==> src/rtl/adder_pkg.sv <==
// adder_pkg: sizing helpers shared by the pipelined carry-select adder.
// Block count, stage count and stage-to-block mapping.
package adder_pkg;

  function automatic int ceil_div(input int n, input int d);
    return (d < 1) ? 1 : (n + d - 1) / d;
  endfunction

  function automatic int nblk(input int w, input int bw);
    return (bw < 1) ? 1 : w / bw;
  endfunction

  function automatic int nstages(input int w, input int bw, input int bps);
    return ceil_div(nblk(w, bw), bps);
  endfunction

  function automatic int last_blk(input int k, input int bps, input int n);
    return (((k + 1) * bps < n) ? (k + 1) * bps : n) - 1;
  endfunction

endpackage

==> src/rtl/MUX2to1_wN.sv <==
// MUX2to1_wN: N-bit two-input multiplexer.
// sel=0 picks d0, sel=1 picks d1.
module MUX2to1_wN #(
  parameter int N = 1
) (
  input  logic [N-1:0] d0,
  input  logic [N-1:0] d1,
  input  logic         sel,
  output logic [N-1:0] y
);

  assign y = sel ? d1 : d0;

endmodule

==> src/rtl/csa_block.sv <==
// csa_block: one carry-select block; both carry-in outcomes are
// precomputed and the true incoming carry picks sum and carry.
module csa_block
  import adder_pkg::*;
#(
  parameter int BLOCK_WIDTH = 4
) (
  input  logic [BLOCK_WIDTH-1:0] a,
  input  logic [BLOCK_WIDTH-1:0] b,
  input  logic                   cin,
  output logic [BLOCK_WIDTH-1:0] sum,
  output logic                   cout
);

  logic [BLOCK_WIDTH-1:0] sum0;
  logic [BLOCK_WIDTH-1:0] sum1;
  logic                   cout0;
  logic                   cout1;

  ripple_carry_adder #(.W(BLOCK_WIDTH)) u_rca0 (
    .a    (a),
    .b    (b),
    .cin  (1'b0),
    .sum  (sum0),
    .cout (cout0)
  );

  ripple_carry_adder #(.W(BLOCK_WIDTH)) u_rca1 (
    .a    (a),
    .b    (b),
    .cin  (1'b1),
    .sum  (sum1),
    .cout (cout1)
  );

  MUX2to1_wN #(.N(BLOCK_WIDTH)) u_sum_mux (
    .d0  (sum0),
    .d1  (sum1),
    .sel (cin),
    .y   (sum)
  );

  MUX2to1_wN #(.N(1)) u_cout_mux (
    .d0  (cout0),
    .d1  (cout1),
    .sel (cin),
    .y   (cout)
  );

endmodule

==> src/rtl/ripple_carry_adder.sv <==
// ripple_carry_adder: W-bit combinational ripple adder.
// Building block for the carry-select blocks.
module ripple_carry_adder #(
  parameter int W = 4
) (
  input  logic [W-1:0] a,
  input  logic [W-1:0] b,
  input  logic         cin,
  output logic [W-1:0] sum,
  output logic         cout
);

  logic [W:0] c;

  always_comb begin
    c    = '0;
    sum  = '0;
    c[0] = cin;
    for (int i = 0; i < W; i++) begin
      sum[i]   = a[i] ^ b[i] ^ c[i];
      c[i + 1] = (a[i] & b[i]) | (c[i] & (a[i] ^ b[i]));
    end
  end

  assign cout = c[W];

endmodule

==> src/rtl/pipelined_carry_select_adder.sv <==
// pipelined_carry_select_adder: valid/ready pipelined carry-select add/sub.
// Define PCSA_OVF_EN to add the signed-overflow output ovf.
module pipelined_carry_select_adder
  import adder_pkg::*;
#(
  parameter int WIDTH            = 32,
  parameter int BLOCK_WIDTH      = 4,
  parameter int BLOCKS_PER_STAGE = 2
) (
  input  logic             clk,
  input  logic             rst,
  input  logic             in_valid,
  output logic             in_ready,
  input  logic [WIDTH-1:0] a,
  input  logic [WIDTH-1:0] b,
  input  logic             cin,
  input  logic             sub,
  output logic             out_valid,
  input  logic             out_ready,
  output logic [WIDTH-1:0] sum,
  output logic             cout
`ifdef PCSA_OVF_EN
  ,
  output logic             ovf
`endif
);

  localparam int BW   = BLOCK_WIDTH;
  localparam int BPS  = (BLOCKS_PER_STAGE < 1) ? 1 : BLOCKS_PER_STAGE;
  localparam int NBLK = nblk(WIDTH, BW);
  localparam int NST  = nstages(WIDTH, BW, BPS);
  localparam int L    = NST - 1;

  if ((WIDTH % BLOCK_WIDTH) != 0 || BLOCKS_PER_STAGE < 1) begin : g_cfg_err
    $error("pcsa: WIDTH must be a multiple of BLOCK_WIDTH, BPS >= 1");
  end

  logic [NST-1:0]   v_q;
  logic [NST-1:0]   v_in;
  logic [NST:0]     rdy;
  logic [WIDTH-1:0] a_q  [NST];
  logic [WIDTH-1:0] b_q  [NST];
  logic [WIDTH-1:0] s_q  [NST];
  logic             c_q  [NST];
  logic [WIDTH-1:0] a_st [NST];
  logic [WIDTH-1:0] b_st [NST];
  logic [WIDTH-1:0] s_st [NST];
  logic [WIDTH-1:0] s_nx [NST];
  logic             c_st [NST];
  logic             c_nx [NST];
  logic [WIDTH-1:0] blk_sum;

  always_comb begin
    rdy      = '0;
    rdy[NST] = out_ready;
    for (int k = NST - 1; k >= 0; k--) begin
      rdy[k] = !v_q[k] | rdy[k + 1];
    end
  end

  always_comb begin
    v_in    = '0;
    v_in[0] = in_valid;
    for (int k = 1; k < NST; k++) begin
      v_in[k] = v_q[k - 1];
    end
  end

  // Stage 0 takes the port operands; later stages take the skewed regs.
  for (genvar k = 0; k < NST; k++) begin : g_stage
    if (k == 0) begin : g_first
      assign a_st[k] = a;
      assign b_st[k] = b ^ {WIDTH{sub}};
      assign s_st[k] = '0;
      assign c_st[k] = sub | cin;
    end else begin : g_next
      assign a_st[k] = a_q[k - 1];
      assign b_st[k] = b_q[k - 1];
      assign s_st[k] = s_q[k - 1];
      assign c_st[k] = c_q[k - 1];
    end
  end

  for (genvar i = 0; i < NBLK; i++) begin : g_blk
    localparam int K = i / BPS;
    logic ci;
    logic co;

    if (i % BPS == 0) begin : g_head
      assign ci = c_st[K];
    end else begin : g_link
      assign ci = g_blk[i - 1].co;
    end

    if (i == last_blk(K, BPS, NBLK)) begin : g_tail
      assign c_nx[K] = co;
    end

    csa_block #(.BLOCK_WIDTH(BW)) u_csa (
      .a    (a_st[K][i*BW +: BW]),
      .b    (b_st[K][i*BW +: BW]),
      .cin  (ci),
      .sum  (blk_sum[i*BW +: BW]),
      .cout (co)
    );
  end

  always_comb begin
    for (int k = 0; k < NST; k++) begin
      s_nx[k] = s_st[k];
      for (int j = 0; j < NBLK; j++) begin
        if (j / BPS == k) begin
          s_nx[k][j*BW +: BW] = blk_sum[j*BW +: BW];
        end
      end
    end
  end

  always_ff @(posedge clk or posedge rst) begin
    if (rst) begin
      v_q <= '0;
      for (int k = 0; k < NST; k++) begin
        a_q[k] <= '0;
        b_q[k] <= '0;
        s_q[k] <= '0;
        c_q[k] <= 1'b0;
      end
    end else begin
      for (int k = 0; k < NST; k++) begin
        if (rdy[k]) begin
          v_q[k] <= v_in[k];
          if (v_in[k]) begin
            a_q[k] <= a_st[k];
            b_q[k] <= b_st[k];
            s_q[k] <= s_nx[k];
            c_q[k] <= c_nx[k];
          end
        end
      end
    end
  end

  assign in_ready  = rdy[0];
  assign out_valid = v_q[L];
  assign sum       = s_q[L];
  assign cout      = c_q[L];

`ifdef PCSA_OVF_EN
  // b_q already holds the effective (possibly inverted) operand.
  assign ovf = (a_q[L][WIDTH-1] == b_q[L][WIDTH-1])
             & (s_q[L][WIDTH-1] != a_q[L][WIDTH-1]);
`endif

  logic unused_tail;
  assign unused_tail = ^{a_q[L], b_q[L]};

endmodule

==> config.mk <==
export PLATFORM = sky130hd
export DESIGN_NAME = pipelined_carry_select_adder
export DESIGN_NICKNAME = d
export VERILOG_FILES = /design/src/rtl/adder_pkg.sv /design/src/rtl/MUX2to1_wN.sv /design/src/rtl/csa_block.sv /design/src/rtl/ripple_carry_adder.sv /design/src/rtl/pipelined_carry_select_adder.sv
export SDC_FILE = /design/constraint.sdc
export NUM_CORES = 1
export LEC_CHECK = 0
export CORE_ASPECT_RATIO = 1.1
export CORE_MARGIN = 2
export CORE_UTILIZATION = 55
export CTS_CLUSTER_SIZE = 12
export DETAILED_ROUTE_END_ITERATION = 10
export HOLD_SLACK_MARGIN = 0.08
export PLACE_DENSITY_LB_ADDON = 0.2
export REMOVE_ABC_BUFFERS = 1
export SLEW_MARGIN = 15
export SYNTH_ARGS = -nofsm -noshare
export SYNTH_HDL_FRONTEND = slang
export SYNTH_SLANG_ARGS = --single-unit
==> constraint.sdc <==
create_clock -name clk -period 8.05 [get_ports clk]
set_input_delay 2.0125 -clock clk [delete_from_list [all_inputs] [get_ports clk]]
set_output_delay 2.0125 -clock clk [all_outputs]
set_load 0.005 [all_outputs]
# Yosys cells after proc, flatten, opt, wreduce, memory -nomap -nowiden

Index checks and enable logic that the tools add are counted.

$add $sub $neg: 0
Multipliers: 0
Divide/modulo/power cells: 0
$lt $le $gt $ge: 0
Equality and inequality tests: 0
Shift operators: 0
Mux-type cells: 16
Bitwise operators: 230
Reductions and logical operators: 8

Operator list:

| kind              | count |
|---|---|
| $and A1 B1 Y1     | 80 |
| $xor A1 B1 Y1     | 80 |
| $or A1 B1 Y1      | 61 |
| $mux W4           | 8 |
| $xor A32 B32 Y32  | 1 |
| $mux W1           | 8 |
| $not A1 Y1        | 8 |
| $reduce_and A2 Y1 | 4 |
| $logic_not A1 Y1  | 4 |

Flip-flop bits (word level): 280
Bits in latches: 0
Memory bits (writable): 0
Memory bits (read-only): 0
Input port bits: 70
Output and inout bits: 35
Word-level logic and storage cells: 272
Memories: 0

# Depth between registers and ports, before layout

Gate-level depths: netlist (run 1).

Depth in word-level cells: 11
Mapped depth: 18
Depth with buffers taken out: 16

# Hierarchy

From an unflattened synthesis (run 1), not the netlist that was laid out.

Cell total of the unflattened synthesis: 713
Area total of the unflattened synthesis: 9679.3 sq um

Modules (own cells, without submodules):

| module                                      | times used | cells an instance | area each (sq um) | seq. area each (sq um) |
|---|---|---|---|---|
| pipelined_carry_select_adder                | 1          | 433               | 7257.0            | 4604.4 |
| ripple_carry_adder                          | 16         | 14                | 117.6             | 0.0 |
| MUX2to1_wN at g_blk[0].u_csa.u_sum_mux ...  | 8          | 4                 | 45.0              | 0.0 |
| MUX2to1_wN at g_blk[0].u_csa.u_cout_mux ... | 8          | 1                 | 15.0              | 0.0 |
| csa_block                                   | 8          | 2                 | 7.5               | 0.0 |

# Worst setup path before layout (run 1)

OpenSTA, ideal clock, no wires.

Path kind: in2reg
From: input sub
To: register s_q (netlist bit s_nx[71])
Setup time: 0.125 ns
Data arrival time: 5.556 ns
Required time: 7.925 ns
Slack: 2.370 ns
Cell stages on the path: 18
Buffers on the path: 2
Path through: clkbuf_1 -> buf_2 -> xor2_1 -> inv_1 -> ha_1 -> nor2_1 -> a21oi_1 -> fa_1 -> fa_1 -> inv_1 -> fa_1 -> mux2i_1 -> fa_1 -> inv_1 -> fa_1 -> inv_1 -> fa_1 -> mux2_2

Longest elaborated chain between the ends: 11
Elaborated cells between the ends (all ways): 43
Those cells by class: mux (2); bitwise (41)

RTL lines:

| element                                        | RTL line                            | source |
|---|---|---|
| start: declaration                             | pipelined_carry_select_adder.sv:17  | `input logic sub,` |
| $xor A32 B32 Y32                               | pipelined_carry_select_adder.sv:73  | `assign b_st[k] = b ^ {WIDTH{sub}};` |
| $and A1 B1 Y1 or $xor A1 B1 Y1 (tied branches) | ripple_carry_adder.sv:21            | `c[i + 1] = (a[i] & b[i]) \| (c[i] & (a[i] ^ b[i]));` |
| $or A1 B1 Y1                                   | ripple_carry_adder.sv:21            |  |
| $and A1 B1 Y1                                  | ripple_carry_adder.sv:21            |  |
| $or A1 B1 Y1                                   | ripple_carry_adder.sv:21            |  |
| $and A1 B1 Y1                                  | ripple_carry_adder.sv:21            |  |
| $or A1 B1 Y1                                   | ripple_carry_adder.sv:21            |  |
| $and A1 B1 Y1                                  | ripple_carry_adder.sv:21            |  |
| $or A1 B1 Y1                                   | ripple_carry_adder.sv:21            |  |
| $mux W1                                        | MUX2to1_wN.sv:12                    | `assign y = sel ? d1 : d0;` |
| $mux W4 (*)                                    | MUX2to1_wN.sv:12                    |  |
| via blk_sum[7]                                 | pipelined_carry_select_adder.sv:51  | `logic [WIDTH-1:0] blk_sum;` |
| end signal: indexed assignment                 | pipelined_carry_select_adder.sv:135 | `s_q[k] <= s_nx[k];` |
| end: declaration                               | pipelined_carry_select_adder.sv:43  | `logic [WIDTH-1:0] s_q [NST];` |

The timed path passes the listed nets; every way through them passes the cells marked *.
A chain may end at the register's enable or synchronous reset.

# Worst setup path in the final report (run 1)

Ends and elaborated chain as after synthesis.

==> results of run 1 <==
[cell usage in the layout (no fill, tap or decap), drive strengths merged, types with 2 or more instances in the layout]
| cell type | Yosys | final |
|---|---|---|
| nand2b | 4 | 4 |
| clkdlybuf4s50 | 0 | 103 |
| mux2i | 20 | 20 |
| buf | 22 | 6 |
| inv | 66 | 66 |
| xor2 | 31 | 31 |
| mux2 | 160 | 160 |
| nand2 | 6 | 6 |
| a21oi | 6 | 6 |
| a31oi | 5 | 5 |
| o21ai | 3 | 3 |
| ha | 16 | 16 |
| nor2 | 2 | 2 |
| dfrtp | 184 | 184 |
| fa | 24 | 24 |
| clkinvlp | 0 | 3 |
| clkbuf | 1 | 26 |
| xnor2 | 9 | 9 |
| bufinv | 0 | 3 |
[area by class of cell]
class / instances / area [µm²]
sequential: 184 / 4600
clock buffer: 26 / 499
tap: 192 / 240
inverter: 66 / 255
multi-input combinational: 289 / 3220
timing repair buffer: 109 / 1070
fill: 1014 / 4560
clock inverter: 6 / 113
[registers in the layout (all words and copies together), names as in the netlist]
signal / flops
g_blk.ci: 3
v_q: 4
s_nx: 48
a_q: 48
cout: 1
sum: 32
b_q: 48
[power by group]
| part | switching (µW) | internal [µW] |
|---|---|---|
| sequential | 193 | 1270 |
| combinational | 385 | 599 |
| clock | 330 | 522 |
[logic make-up (layout without fill, tap and decap cells)]
| kind of cell | count (synthesis) | count (layout) | share of synthesized area [%] |
|---|---|---|---|
| DFF | 184 | 184 | 55.9 |
| xor gates and xnor gates | 40 | 40 | 4.25 |
| adders and majority gates | 40 | 40 | 8.26 |
| AOI/OAI and AO/OA | 14 | 14 | 0.972 |
| muxes | 180 | 180 | 24.3 |
| and+or+nand+nor | 15 | 15 | 1.12 |
| buffers and inverters | 89 | 207 | 5.24 |
[worst paths after layout]
| check | start | to | slack (ns) | cells after the start |
|---|---|---|---|---|
| worst min register to register | a_q[114]$_DFFE_PP0P_ | a_q[114]$_DFFE_PP0P_ | 0.49 | 1 |
| worst max register to register | a_q[104]$_DFFE_PP0P_ | s_nx[47]$_DFFE_PP0P_ | 4.42 | 15 |
| worst min-delay path | a_q[114]$_DFFE_PP0P_ | a_q[114]$_DFFE_PP0P_ | 0.49 | 1 |
| worst max-delay path | sub | s_nx[71]$_DFFE_PP0P_ | 2.43 | 18 |
| min in group asynchronous | rst | s_nx[40]$_DFFE_PP0P_ | 2.18 | 2 |
| max in group asynchronous | rst | s_nx[18]$_DFFE_PP0P_ | 4.58 | 3 |
[critical path, delay by kind of cell]
family	cells	cell delay, ns
compound gates	1	0.07
buf+inv	6	0.85
simple gates	1	0.12
xor+xnor	1	0.26
mux	2	0.50
fa+ha+maj	7	2.11
[stage by stage]
step	utilization [%]	power, µW	instance area [µm²]	std cells
after floorplan	-	2060	8060	539
after detailed placement	64.5	2470	9390	840
after CTS	68.7	3350	10000	872
final	68.7	3300	10000	872
after global routing	68.7	3530	10000	872
after global placement	64.5	2410	9390	840
[layer usage]
| metal | routed length, µm | vias up | track usage (%) |
|---|---|---|---|
| met2 | 7590 | 75 | 34.2 |
| met5 | 0 | - | 0 |
| met1 | 6480 | 2368 | 26.0 |
| met4 | 172 | 0 | 5.75 |
| met3 | 464 | 13 | 4.71 |
| li1 | - | 2063 | - |
==> flow_summary_export.csv, run 1 <==
group,metric,value,unit
clock_tree,numCtsBuffers,17,
yosys,synth-seq-area-share,55.9,%
clock_tree,insertion_delay,0.42,ns
timing,holdWs,0.490,ns
clock_tree,cts_hold_buf,0,
global_route,grt_pass1_wl,24800,µm
yosys,netlist_top_cells_count,"dfrtp_1 (184), mux2_2 (138), inv_1 (66)",
clock_tree,clk_path_buf_depth,2,
critical_path,cp_data_required_time,8.36,ns
place,gp_congestion,0.721,
yosys,ys.flop_type,"dfrtp_1",
die,io_pins,105,
yosys,ys_warn_count,0,
critical_path,cp-end-kind,"flop",
critical_path,path_class,"in -> reg",
timing,rsz0062_at_grt,"false",
timing,max_slew_margin,24.1,%
clock_tree,clkSlewWorstSetupHoldPaths,0.06,ns
clock_tree,post_cts_buffers,0,
clock_tree,cts_tree,"yes",
die,die_w,121,µm
yosys,synthCells,562,
status,status,"complete, no violations",
drt,wirelength,14700,µm
yosys,synthTopCellsByArea,"dfrtp_1 (56%), mux2_2 (19%), fa_1 (5.8%), xor2_1 (3.3%), inv_1 (3.0%)",
drt,drt_iter0_drc,174,
die,core_area,0.0146,mm²
timing,layout_setup_ws,2.43,ns
power,irDropWorstVdd,0.000180,V
drt,wl_per_cell,16.9,µm
power,p_per_area,330,mW/mm²
critical_path,arrival,5.93,ns
critical_path,start_kind,"primary input",
critical_path,crit_path_frequent_cell,"fa_1",
place,dp_slack,1.96,ns
critical_path,cp_slowest_stage_delay,0.51,ns
drt,vias,4519,
clock_tree,clockRootBuffer,"clkbuf_16",
die,row_count,46,
clock_tree,cts_sinks,184,
drt,detail-route-antenna-nets,0,
drt,drcViolationCount,0,
place,hpwl,9480,µm
yosys,async_flop_share,100,%
layout,diodes,0,
timing,period_share,69.9,%
global_route,grt_pass1_vias,4995,
global_route,gr-total-overflow,0,
die,start_util,56.6,%
layout,drive_gt1_share,26.2,%
drt,vias_per_cell,5.18,
yosys,yosysTopAreaCellShare,55.9,%
global_route,antenna_found_initial,0,
timing,fmax,178,MHz
yosys,synth.largest_area_cell,"dfrtp_1",
timing,setup-tns-final,0,ns
critical_path,worstPathMaxFanout,33,
drt,drt_first_pass_iters,4,
timing,clock_skew,0.00650,ns
timing,min_period,5.62,ns
power,p_leak,0.00448,µW
yosys,synth_cell_types,25,
critical_path,cpMaxStageDelayCell,"buf_4",
die,die_area,0.0160,mm²
yosys,yosysMostFrequentCell,"dfrtp_1",
global_route,grt_max_degree,128,
timing,final-setup-viol-count,0,
layout,layout.nets,777,
critical_path,cp_cell_sequence,"buf_2, buf_4, xor2_1, inv_1, ha_1, nor2_1, a21oi_1, fa_1, fa_1, inv_1, fa_1, mux2i_1, fa_1, inv_1, fa_1, inv_1, fa_1, mux2_2",
run,drv_cap,0,
die,die_y,132,µm
place,io_buffers,104,
yosys,synth_edf_count,0,
yosys,syn-cell-area,0.00824,mm²
min_path,hold_path.class,"reg -> reg",
timing,worstMarginPinSlew,1.13,ns
clock_tree,ctsResizeCount,0,
timing,hold_viol,0,
yosys,syn_area_per_cell,14.7,µm²
global_route,grtUsageTotal,20.2,%
yosys,synth_seq_cells,184,
clock_tree,htree_levels,4,
timing,drv_slew,0,
layout,syn2layout_area_growth,21.4,%
No activity file was read; power rests on OpenSTA's default activity.
==> run 2, diff against run 1 <==
clock period = 5.3 ns   (was 8.05 ns; I/O delays follow)
==> flow_summary_export.csv, run 2 (synthesis gave the netlist of run 1 again) <==
group,metric,value,unit
status,status,"complete, no violations",
critical_path,cp-end-kind,"flop",
clock_tree,htree_levels,4,
critical_path,arrival,5.02,ns
global_route,grt_max_degree,130,
layout,final_util,68.7,%
layout,num-fill-cells,1041,
drt,vias,4485,
timing,rsz0062_at_grt,"false",
power,p_per_area,498,mW/mm²
place,gp_congestion,0.716,
drt,vias_per_cell,5.14,
die,io_pins,105,
die,row_count,46,
critical_path,path_class,"in -> reg",
timing,max_slew_margin,33.3,%
power,p_leak,0.00449,µW
drt,drt_first_pass_iters,4,
place,hpwl,9800,µm
drt,wirelength,14700,µm
clock_tree,cts_hold_buf,0,
min_path,hold_path.class,"reg -> reg",
drt,detail-route-antenna-nets,0,
timing,worstMarginPinSlew,0.997,ns
die,die_w,121,µm
layout,diodes,0,
critical_path,worstPathMaxFanout,2,
layout,drive_gt1_share,26.4,%
die,die_area,0.0160,mm²
drt,drt_iter0_drc,129,
global_route,grt_pass1_vias,4955,
die,start_util,56.6,%
clock_tree,cts_tree,"yes",
global_route,gr-total-overflow,0,
critical_path,cp_data_required_time,5.60,ns
clock_tree,cts_sinks,184,
critical_path,rrSetupSlack,1.72,ns
run,drv_cap,0,
timing,clock_skew,0.00992,ns
layout,layout.nets,778,
layout,syn2layout_area_growth,21.4,%
layout,stdcell_area,0.0100,mm²
timing,period_share,88.9,%
clock_tree,clk_path_buf_depth,2,
layout,final_cell_mix,"dfrtp_1 (184), mux2_2 (138), clkdlybuf4s50_1 (103)",
die,core_area,0.0146,mm²
place,place_area,0.00941,mm²
clock_tree,post_cts_buffers,0,
die,die_y,132,µm
layout,final_common_cell,"dfrtp_1",
timing,final-setup-viol-count,0,
clock_tree,insertion_delay,0.42,ns
global_route,grt_pass1_wl,25000,µm
clock_tree,ctsResizeCount,0,
timing,min_period,4.71,ns
timing,fmax,212,MHz
power,finalPower,4990,µW
global_route,grtUsageTotal,20.3,%
timing,hold_viol,0,
place,io_buffers,104,
drt,drcViolationCount,0,
power,irDropWorstVdd,0.000240,V
clock_tree,numCtsBuffers,17,
clock_tree,clockRootBuffer,"clkbuf_16",
global_route,antenna_found_initial,0,
drt,wl_per_cell,16.8,µm
timing,drv_slew,0,
clock_tree,clkSlewWorstSetupHoldPaths,0.06,ns
critical_path,start_kind,"primary input",
[run 2: changes by cell type in the layout (fill, tap and decap cells not counted)]
| cell | previous run | this run |
|---|---|---|
| clkinv_2 | 0 | 5 |
| clkinvlp_4 | 3 | 1 |
| clkbuf_1 | 5 | 4 |
| buf_12 | 0 | 1 |
| clkbuf_8 | 4 | 2 |
[run 2: power by group]
group	internal, µW	switching [µW]
Clock	764	506
Combinational	910	574
Sequential	1930	302
[run 2: worst max-delay path: stages]
cell             delay [ns]
clkdlybuf4s50_1        0.47
xor2_1                 0.22
inv_1                  0.08
ha_1                   0.18
nor2_1                 0.10
a21oi_1                0.06
fa_1                   0.38
fa_1                   0.36
inv_1                  0.07
fa_1                   0.21
mux2i_1                0.23
fa_1                   0.19
inv_1                  0.05
fa_1                   0.35
inv_1                  0.08
fa_1                   0.40
mux2_2                 0.27
[run 2: path summary, 6_finish.rpt]
path / start / endpoint / cells past startpoint
max: b[0] / s_nx[71]$_DFFE_PP0P_ / 17
min: a_q[127]$_DFFE_PP0P_ / a_q[127]$_DFFE_PP0P_ / 1
max reg2reg: a_q[80]$_DFFE_PP0P_ / s_nx[23]$_DFFE_PP0P_ / 13
min reg2reg: a_q[127]$_DFFE_PP0P_ / a_q[127]$_DFFE_PP0P_ / 1
max in group asynchronous: rst / a_q[120]$_DFFE_PP0P_ / 3
min in group asynchronous: rst / s_nx[8]$_DFFE_PP0P_ / 2
[run 2: metal layers]
metal / vias to the layer above / global-route usage (%) / share of wire [%]
met3: 21 / 3.81 / 3.1
met5: - / 0 / 0
met2: 87 / 34.0 / 51
met4: 0 / 6.98 / 1.6
met1: 2317 / 26.5 / 44
li1: 2060 / - / -
[run 2: final cells by class]
cell class	instances	area (µm²)	area share, %
well taps	192	240	2.40
inverters	66	255	2.55
flip-flops and latches	184	4600	46.0
repair buffers	110	1090	10.9
clock buffers	23	468	4.68
clock inverters	9	123	1.23
multi-input cells	289	3220	32.2
[run 2: metrics by stage]
step                cells  hold WS [ns]  setup slack (ns)  TNS [ns]
global placement      841         0.471             0.242         0
finish                873         0.487             0.586         0
global route          873         0.510             0.303         0
floorplan             539         0.460             -1.03   -188.67
CTS                   873         0.494             0.563         0
detailed placement    841         0.480             0.137         0
